<file path="src/rtl/pipelined_channel_min_window_if.sv">
// pipelined_channel_min_window_if: pixel stream in, per-pixel and windowed minimum out.
interface pipelined_channel_min_window_if #(
    parameter int DATA_W = 8,
    parameter int NUM_CH = 3,
    parameter int SEL_W  = 2
);
    logic                     in_valid;
    logic                     in_sol;
    logic [NUM_CH*DATA_W-1:0] in_data;
    logic                     out_valid;
    logic [DATA_W-1:0]        out_min;
    logic [SEL_W-1:0]         out_sel;
    logic [DATA_W-1:0]        out_win_min;

    modport master (
        output in_valid, in_sol, in_data,
        input  out_valid, out_min, out_sel, out_win_min
    );

    modport slave (
        input  in_valid, in_sol, in_data,
        output out_valid, out_min, out_sel, out_win_min
    );
endinterface

</file>
<file path="src/rtl/pipelined_channel_min_window.sv">
// pipelined_channel_min_window: 2-stage per-pixel channel minimum plus trailing
// line-local window minimum over the last WIN valid pixels.
module pipelined_channel_min_window #(
    parameter int DATA_W = 8,
    parameter int NUM_CH = 3,
    parameter int WIN    = 3,
    parameter int SEL_W  = 2
) (
    input logic                           clk,
    input logic                           rst_n,
    pipelined_channel_min_window_if.slave bus
);
    localparam logic [DATA_W-1:0] ONES = '1;

    logic [DATA_W-1:0] ch_min, win_min;
    logic [SEL_W-1:0]  ch_sel;
    logic              s1_valid_q, s1_valid_d, s1_sol_q, s1_sol_d;
    logic [DATA_W-1:0] s1_min_q, s1_min_d;
    logic [SEL_W-1:0]  s1_sel_q, s1_sel_d;
    logic              out_valid_q, out_valid_d;
    logic [DATA_W-1:0] out_min_q, out_min_d, out_win_q, out_win_d;
    logic [SEL_W-1:0]  out_sel_q, out_sel_d;

    // Strict less-than keeps the lowest channel index on ties
    always_comb begin
        ch_min = bus.in_data[DATA_W-1:0];
        ch_sel = '0;
        for (int i = 1; i < NUM_CH; i++) begin
            if (bus.in_data[i*DATA_W +: DATA_W] < ch_min) begin
                ch_min = bus.in_data[i*DATA_W +: DATA_W];
                ch_sel = SEL_W'(i);
            end
        end
        s1_valid_d  = bus.in_valid;
        s1_sol_d    = bus.in_valid & bus.in_sol;
        s1_min_d    = bus.in_valid ? ch_min : s1_min_q;
        s1_sel_d    = bus.in_valid ? ch_sel : s1_sel_q;
        out_valid_d = s1_valid_q;
        out_min_d   = s1_valid_q ? s1_min_q : out_min_q;
        out_sel_d   = s1_valid_q ? s1_sel_q : out_sel_q;
        out_win_d   = s1_valid_q ? win_min : out_win_q;
    end

    generate
        if (WIN > 1) begin : g_hist
            logic [DATA_W-1:0] hist_q [WIN-1];
            logic [DATA_W-1:0] hist_d [WIN-1];
            logic [DATA_W-1:0] eff    [WIN-1];
            // All-ones padding on sol keeps the window from spanning lines
            always_comb begin
                win_min = s1_min_q;
                for (int k = 0; k < WIN-1; k++) begin
                    eff[k] = s1_sol_q ? ONES : hist_q[k];
                    if (eff[k] < win_min) win_min = eff[k];
                end
                hist_d = hist_q;
                if (s1_valid_q) begin
                    hist_d[0] = s1_min_q;
                    for (int k = 1; k < WIN-1; k++) hist_d[k] = eff[k-1];
                end
            end
            always_ff @(posedge clk or negedge rst_n) begin
                if (!rst_n) begin
                    for (int k = 0; k < WIN-1; k++) hist_q[k] <= ONES;
                end else begin
                    hist_q <= hist_d;
                end
            end
        end else begin : g_nohist
            assign win_min = s1_min_q;
        end
    endgenerate

    always_ff @(posedge clk or negedge rst_n) begin
        if (!rst_n) begin
            s1_valid_q  <= 1'b0;
            s1_sol_q    <= 1'b0;
            s1_min_q    <= '0;
            s1_sel_q    <= '0;
            out_valid_q <= 1'b0;
            out_min_q   <= '0;
            out_sel_q   <= '0;
            out_win_q   <= '0;
        end else begin
            s1_valid_q  <= s1_valid_d;
            s1_sol_q    <= s1_sol_d;
            s1_min_q    <= s1_min_d;
            s1_sel_q    <= s1_sel_d;
            out_valid_q <= out_valid_d;
            out_min_q   <= out_min_d;
            out_sel_q   <= out_sel_d;
            out_win_q   <= out_win_d;
        end
    end

    assign bus.out_valid   = out_valid_q;
    assign bus.out_min     = out_min_q;
    assign bus.out_sel     = out_sel_q;
    assign bus.out_win_min = out_win_q;
endmodule

</file>
<file path="src/flat_wrapper.sv">
// flat-port wrapper written by rule: the top's interface ports become plain ports
module pipelined_channel_min_window_flat 
#(
    parameter int DATA_W = 8,
    parameter int NUM_CH = 3,
    parameter int WIN    = 3,
    parameter int SEL_W  = 2
)
  (clk, rst_n, bus_in_valid, bus_in_sol, bus_in_data, bus_out_valid, bus_out_min, bus_out_sel, bus_out_win_min);
  pipelined_channel_min_window_if #(.DATA_W(DATA_W), .NUM_CH(NUM_CH), .SEL_W(SEL_W)) bus_i ();
  input logic clk;
  input logic rst_n;
  input wire logic [$bits(bus_i.in_valid)-1:0] bus_in_valid;
  input wire logic [$bits(bus_i.in_sol)-1:0] bus_in_sol;
  input wire logic [$bits(bus_i.in_data)-1:0] bus_in_data;
  output wire logic [$bits(bus_i.out_valid)-1:0] bus_out_valid;
  output wire logic [$bits(bus_i.out_min)-1:0] bus_out_min;
  output wire logic [$bits(bus_i.out_sel)-1:0] bus_out_sel;
  output wire logic [$bits(bus_i.out_win_min)-1:0] bus_out_win_min;
  assign bus_i.in_valid = bus_in_valid;
  assign bus_i.in_sol = bus_in_sol;
  assign bus_i.in_data = bus_in_data;
  assign bus_out_valid = bus_i.out_valid;
  assign bus_out_min = bus_i.out_min;
  assign bus_out_sel = bus_i.out_sel;
  assign bus_out_win_min = bus_i.out_win_min;
  pipelined_channel_min_window #(.DATA_W(DATA_W), .NUM_CH(NUM_CH), .WIN(WIN), .SEL_W(SEL_W)) u_core (.clk(clk), .rst_n(rst_n), .bus(bus_i));
endmodule
</file>
<file path="config.mk">
export PLATFORM = sky130hd
export DESIGN_NAME = pipelined_channel_min_window_flat
export DESIGN_NICKNAME = d
export VERILOG_FILES = /design/src/rtl/pipelined_channel_min_window_if.sv /design/src/rtl/pipelined_channel_min_window.sv /design/src/flat_wrapper.sv
export SDC_FILE = /design/constraint.sdc
export NUM_CORES = 1
export LEC_CHECK = 0
export ABC_CLOCK_PERIOD_IN_PS = 4600
export BUFFER_PORTS_ARGS = -buffer_cell sky130_fd_sc_hd__buf_2
export CORE_MARGIN = 10
export CORE_UTILIZATION = 50
export DETAILED_ROUTE_END_ITERATION = 10
export GPL_ROUTABILITY_DRIVEN = 0
export MAX_ROUTING_LAYER = met4
export PLACE_DENSITY = 0.76
export SLEW_MARGIN = 20
export SYNTH_ARGS = -nofsm -noshare
export SYNTH_HDL_FRONTEND = slang
export SYNTH_SLANG_ARGS = --single-unit
</file>
<file path="constraint.sdc">
create_clock -name clk -period 4.6 [get_ports clk]
set_input_delay 0 -clock clk [delete_from_list [all_inputs] [get_ports clk]]
set_output_delay 0 -clock clk [all_outputs]
set_load 0.02 [all_outputs]
</file>
**Word level (Yosys, flattened, before mapping)**

Index checks and enable logic that the tools add are counted.

- Register bits after elaboration: 47
- Logic and storage cells: 23

- Order comparisons: 4
- Mux-type cells: 8
- Bitwise gates (word level): 1

Operator list:

| cell | number |
|---|---|
| 2-to-1 mux 8 bit | 6 |
| < comparator 8 bit | 4 |
| 2-to-1 mux 2 bit | 1 |
| bitwise AND 1 bit | 1 |
| 2-to-1 mux 1 bit | 1 |

**Depth between registers and ports, before layout**

- Depth in word-level cells: 5
- Mapped depth: 17
- Mapped depth without buffers: 14

**Least setup slack after synthesis**

OpenSTA, ideal clock, no wires.

- Path kind: flip-flop to flip-flop
- Start point: register u_core.s1_sol_q
- End point: register u_core.out_win_q[6], in the netlist u_core.bus.out_win_min[6]
- Setup time: 0.141 ns
- Arrival time: 3.436 ns
- Slack: 1.024 ns
- Stages on the path, launching flop included: 17
- Path buffers: 3
- Cell sequence: dfrtp_1 buf_2 clkbuf_1 or2_2 ha_1 nand2_1 o21ai_0 a21oi_1 buf_2 nor2_1 a21oi_1 ha_1 a21o_1 a21oi_1 nand2b_1 o31a_4 o221ai_1

RTL lines:

| item | RTL line | RTL |
|---|---|---|
| start: declaration | pipelined_channel_min_window.sv:17 | `logic s1_valid_q, s1_valid_d, s1_sol_q, s1_sol_d;` |
| start signal: assignment | pipelined_channel_min_window.sv:86 | `s1_sol_q <= s1_sol_d;` |
| end signal: assignment | pipelined_channel_min_window.sv:92 | `out_win_q <= out_win_d;` |
| end: declaration | pipelined_channel_min_window.sv:21 | `logic [DATA_W-1:0] out_min_q, out_min_d, out_win_q, out_win_d;` |

==> impl_metrics.csv <==
group,metric,value,unit
run_status,outcome,"completed",
synth,synth_warnings,0,
timing,setup_viol,0,
power,peakVddDrop,0.2198,mV
synth,yosysTopAreaCell,"dfrtp_1",
cts,htree_num_levels,2,
die,io-pin-count,47,
cts,cts_tree,"yes",
routing,drc_errors,0,
global_route,grt_overflow,0,
worst_hold_path,hp-start,"bus_in_data[23]",
global_route,grt_pass1_vias,2356,
cts,cts_setup_buffers,0,
routing,wl_per_cell,14.94,microns
cts,cts.sinks,47,
timing,rsz0062_at_grt,"false",
timing,worst_pin_slew,674.4,ps
synth,yosysSeqAreaShare,0.3990,
die,dieWidth,97.43,microns
worst_setup_path,worstSetupStartpointType,"flop",
cells_and_area,area_delta_synth_final,14.02,%
timing,fin_hold_ws,55.95,ps
cells_and_area,stdcell_count,418,
die,rows,28,
cts,cts_buffers,5,
global_route,grt_first_pass_wirelength,10720,microns
synth,syn_avg_cell_area,10.23,sq um
place,placed_cells,407,
die,die_y,97.43,microns
timing,slew_viol_final,0,
routing,via_per_inst,5.476,
synth,synth-edff-count,0,
power,p_per_area,449.6,nW/um^2
cells_and_area,multi_input_area,1608,sq um
synth,synth-main-ff-cell,"dfrtp_1",
routing,first_pass_iters,4,
routing,vias,2289,
run,drv_cap,0,
place,port_buffers,46,
global_route,antenna_found_initial,0,
cts,worstSkewPairLatency,300,ps
synth,yosysMostFrequentCell,"inv_1",
worst_setup_path,arrival,4060,ps
synth,synthTopCellsByArea,"dfrtp_1, dfstp_2, ha_1",
synth,ys_seq_elements,47,
die,die-area,9493,sq um
place,dp_hpwl,4914,microns
cells_and_area,nets,398,
worst_hold_path,hp-class,"in2reg",
routing,wl,6246,microns
synth,synth.cell_area,2998,sq um
cells_and_area,seqCellArea,1196,sq um
timing,fin_skew,5.074,ps
synth,async_reset_ff_frac,1.000,
timing,period_minus_slack,3900,ps
routing,drt-initial-drc-count,93,
synth,netlist_instances,293,
worst_setup_path,cp.required,4760,ps
die,core,5886,sq um
power,power.leakage,1.665,nW
cts,clk_pin_slew,80,ps
cells_and_area,nFillCells,533,
timing,slew_headroom,0.5469,
worst_setup_path,startpoint,"u_core.s1_sol_q",
timing,finalHoldViolCount,0,
synth,syn_nets,349,
cts,clock_path_buffers,2,
cts,root_buffer,"clkbuf_8",
worst_setup_path,r2r_start,"u_core.s1_sol_q",
power,power.total,1.537,mW
cells_and_area,drive_gt1_frac,0.3324,
worst_setup_path,critPathKind,"reg2reg",
global_route,grt_max_degree,49,
routing,ant_nets,0,
synth,synth_top_area_share,0.2588,
die,start_util,0.5094,
synth,netlist-cell-type-count,48,
timing,finalSetupTns,0,ps
timing,fin_crit_sh,0.8479,
global_route,grt_use_total,0.1341,
synth,synth_common_cells,"inv_1, dfrtp_1, ha_1",
cells_and_area,antennaDiodeCount,0,
worst_setup_path,cp-end-kind,"flop",
timing,fmax,256.4,MHz
cts,post_cts_resize_count,0,
worst_setup_path,crit_path_max_fanout,19,
[per-stage QoR]
step / setup WS (ps) / cell area (sq um) / utilization
after floorplan: 1024 / 2998 / -
after global placement: 921.6 / 3301 / 0.5608
after detailed placement: 755.9 / 3301 / 0.5608
after CTS: 733.3 / 3416 / 0.5804
after global routing: 387.1 / 3418 / 0.5808
final: 699.8 / 3418 / 0.5808
[registers in the layout, indices dropped and copies added, names as in the netlist]
signal                  flops
u_core.bus.out_min          8
u_core.g_hist.hist_q       16
u_core.s1_sel_q             2
u_core.s1_min_q             8
u_core.s1_sol_q             1
u_core.out_valid_d          1
u_core.bus.out_sel          2
u_core.bus.out_win_min      8
u_core.bus.out_valid        1
[final cells by class]
cell class,instances,area share
multi-input cells,197,0.4704
flip-flops and latches,47,0.3499
repair buffers,53,0.08565
inverters,38,0.04173
well taps,75,0.02745
clock buffers,6,0.02123
clock inverters,2,0.003660
[what timing repair did]
item,4_1_cts,5_1_grt
endpoints found under the setup margin,0,0
hold buffers,3,0
endpoints found under the hold margin,34,0
[path summary, 6_finish.rpt]
check	end	slack, ps	cells after the start
max reg2reg	u_core.bus.out_win_min[2]	700	13
min	u_core.s1_min_q[7]	60	3
max	u_core.bus.out_win_min[2]	700	13
max in group asynchronous	u_core.g_hist.hist_q[13]	3970	2
min reg2reg	u_core.g_hist.hist_q[13]	490	2
min in group asynchronous	u_core.bus.out_min[1]	240	2
[logic make-up after synthesis]
kind of cell               count (synthesis)  synth area share
adders and majority gates                 28            0.1169
AOI/OAI and AO/OA                         78            0.2195
and+or+nand+nor                           71            0.1260
buffers and inverters                     49           0.06469
DFF                                       47            0.3990
muxes                                     20           0.07388
[worst max-delay path, cell delays in order, from the launching register on]
cell,delay (ps)
dfrtp_1,600
or2_2,420
ha_1,300
a21oi_1,120
o21ai_0,160
a21oi_1,160
buf_4,210
mux2i_1,290
ha_1,280
o21a_1,180
o21a_1,160
o21ai_0,470
o31a_4,280
o221ai_1,130
[per-layer routing]
layer / part of all wire / routed length, microns / vias to the layer above / global-route usage
met5: 0 / 0 / - / -
met4: 0.015 / 95 / 0 / 0.04810
met3: 0.040 / 251 / 6 / 0.02774
met2: 0.47 / 2936 / 47 / 0.2110
met1: 0.47 / 2963 / 1084 / 0.1662
li1: - / - / 1152 / -
[layout by cell type (no fill, tap or decap), types with 9 or more instances in the layout]
master,n
nand2_1,23
dfstp_2,16
nor2_1,13
a21oi_1,15
dfrtp_1,31
mux2_2,9
or2_2,12
ha_1,28
o21ai_0,19
buf_2,45
inv_1,38
mux2i_1,9
[power by group]
group	total, mW	internal, mW	switching, mW
clock network	0.238	0.106	0.132
logic	0.709	0.306	0.403
registers	0.590	0.533	0.0564
total	1.54	0.946	0.591
Note: power is estimated with default switching activity, not from simulation.
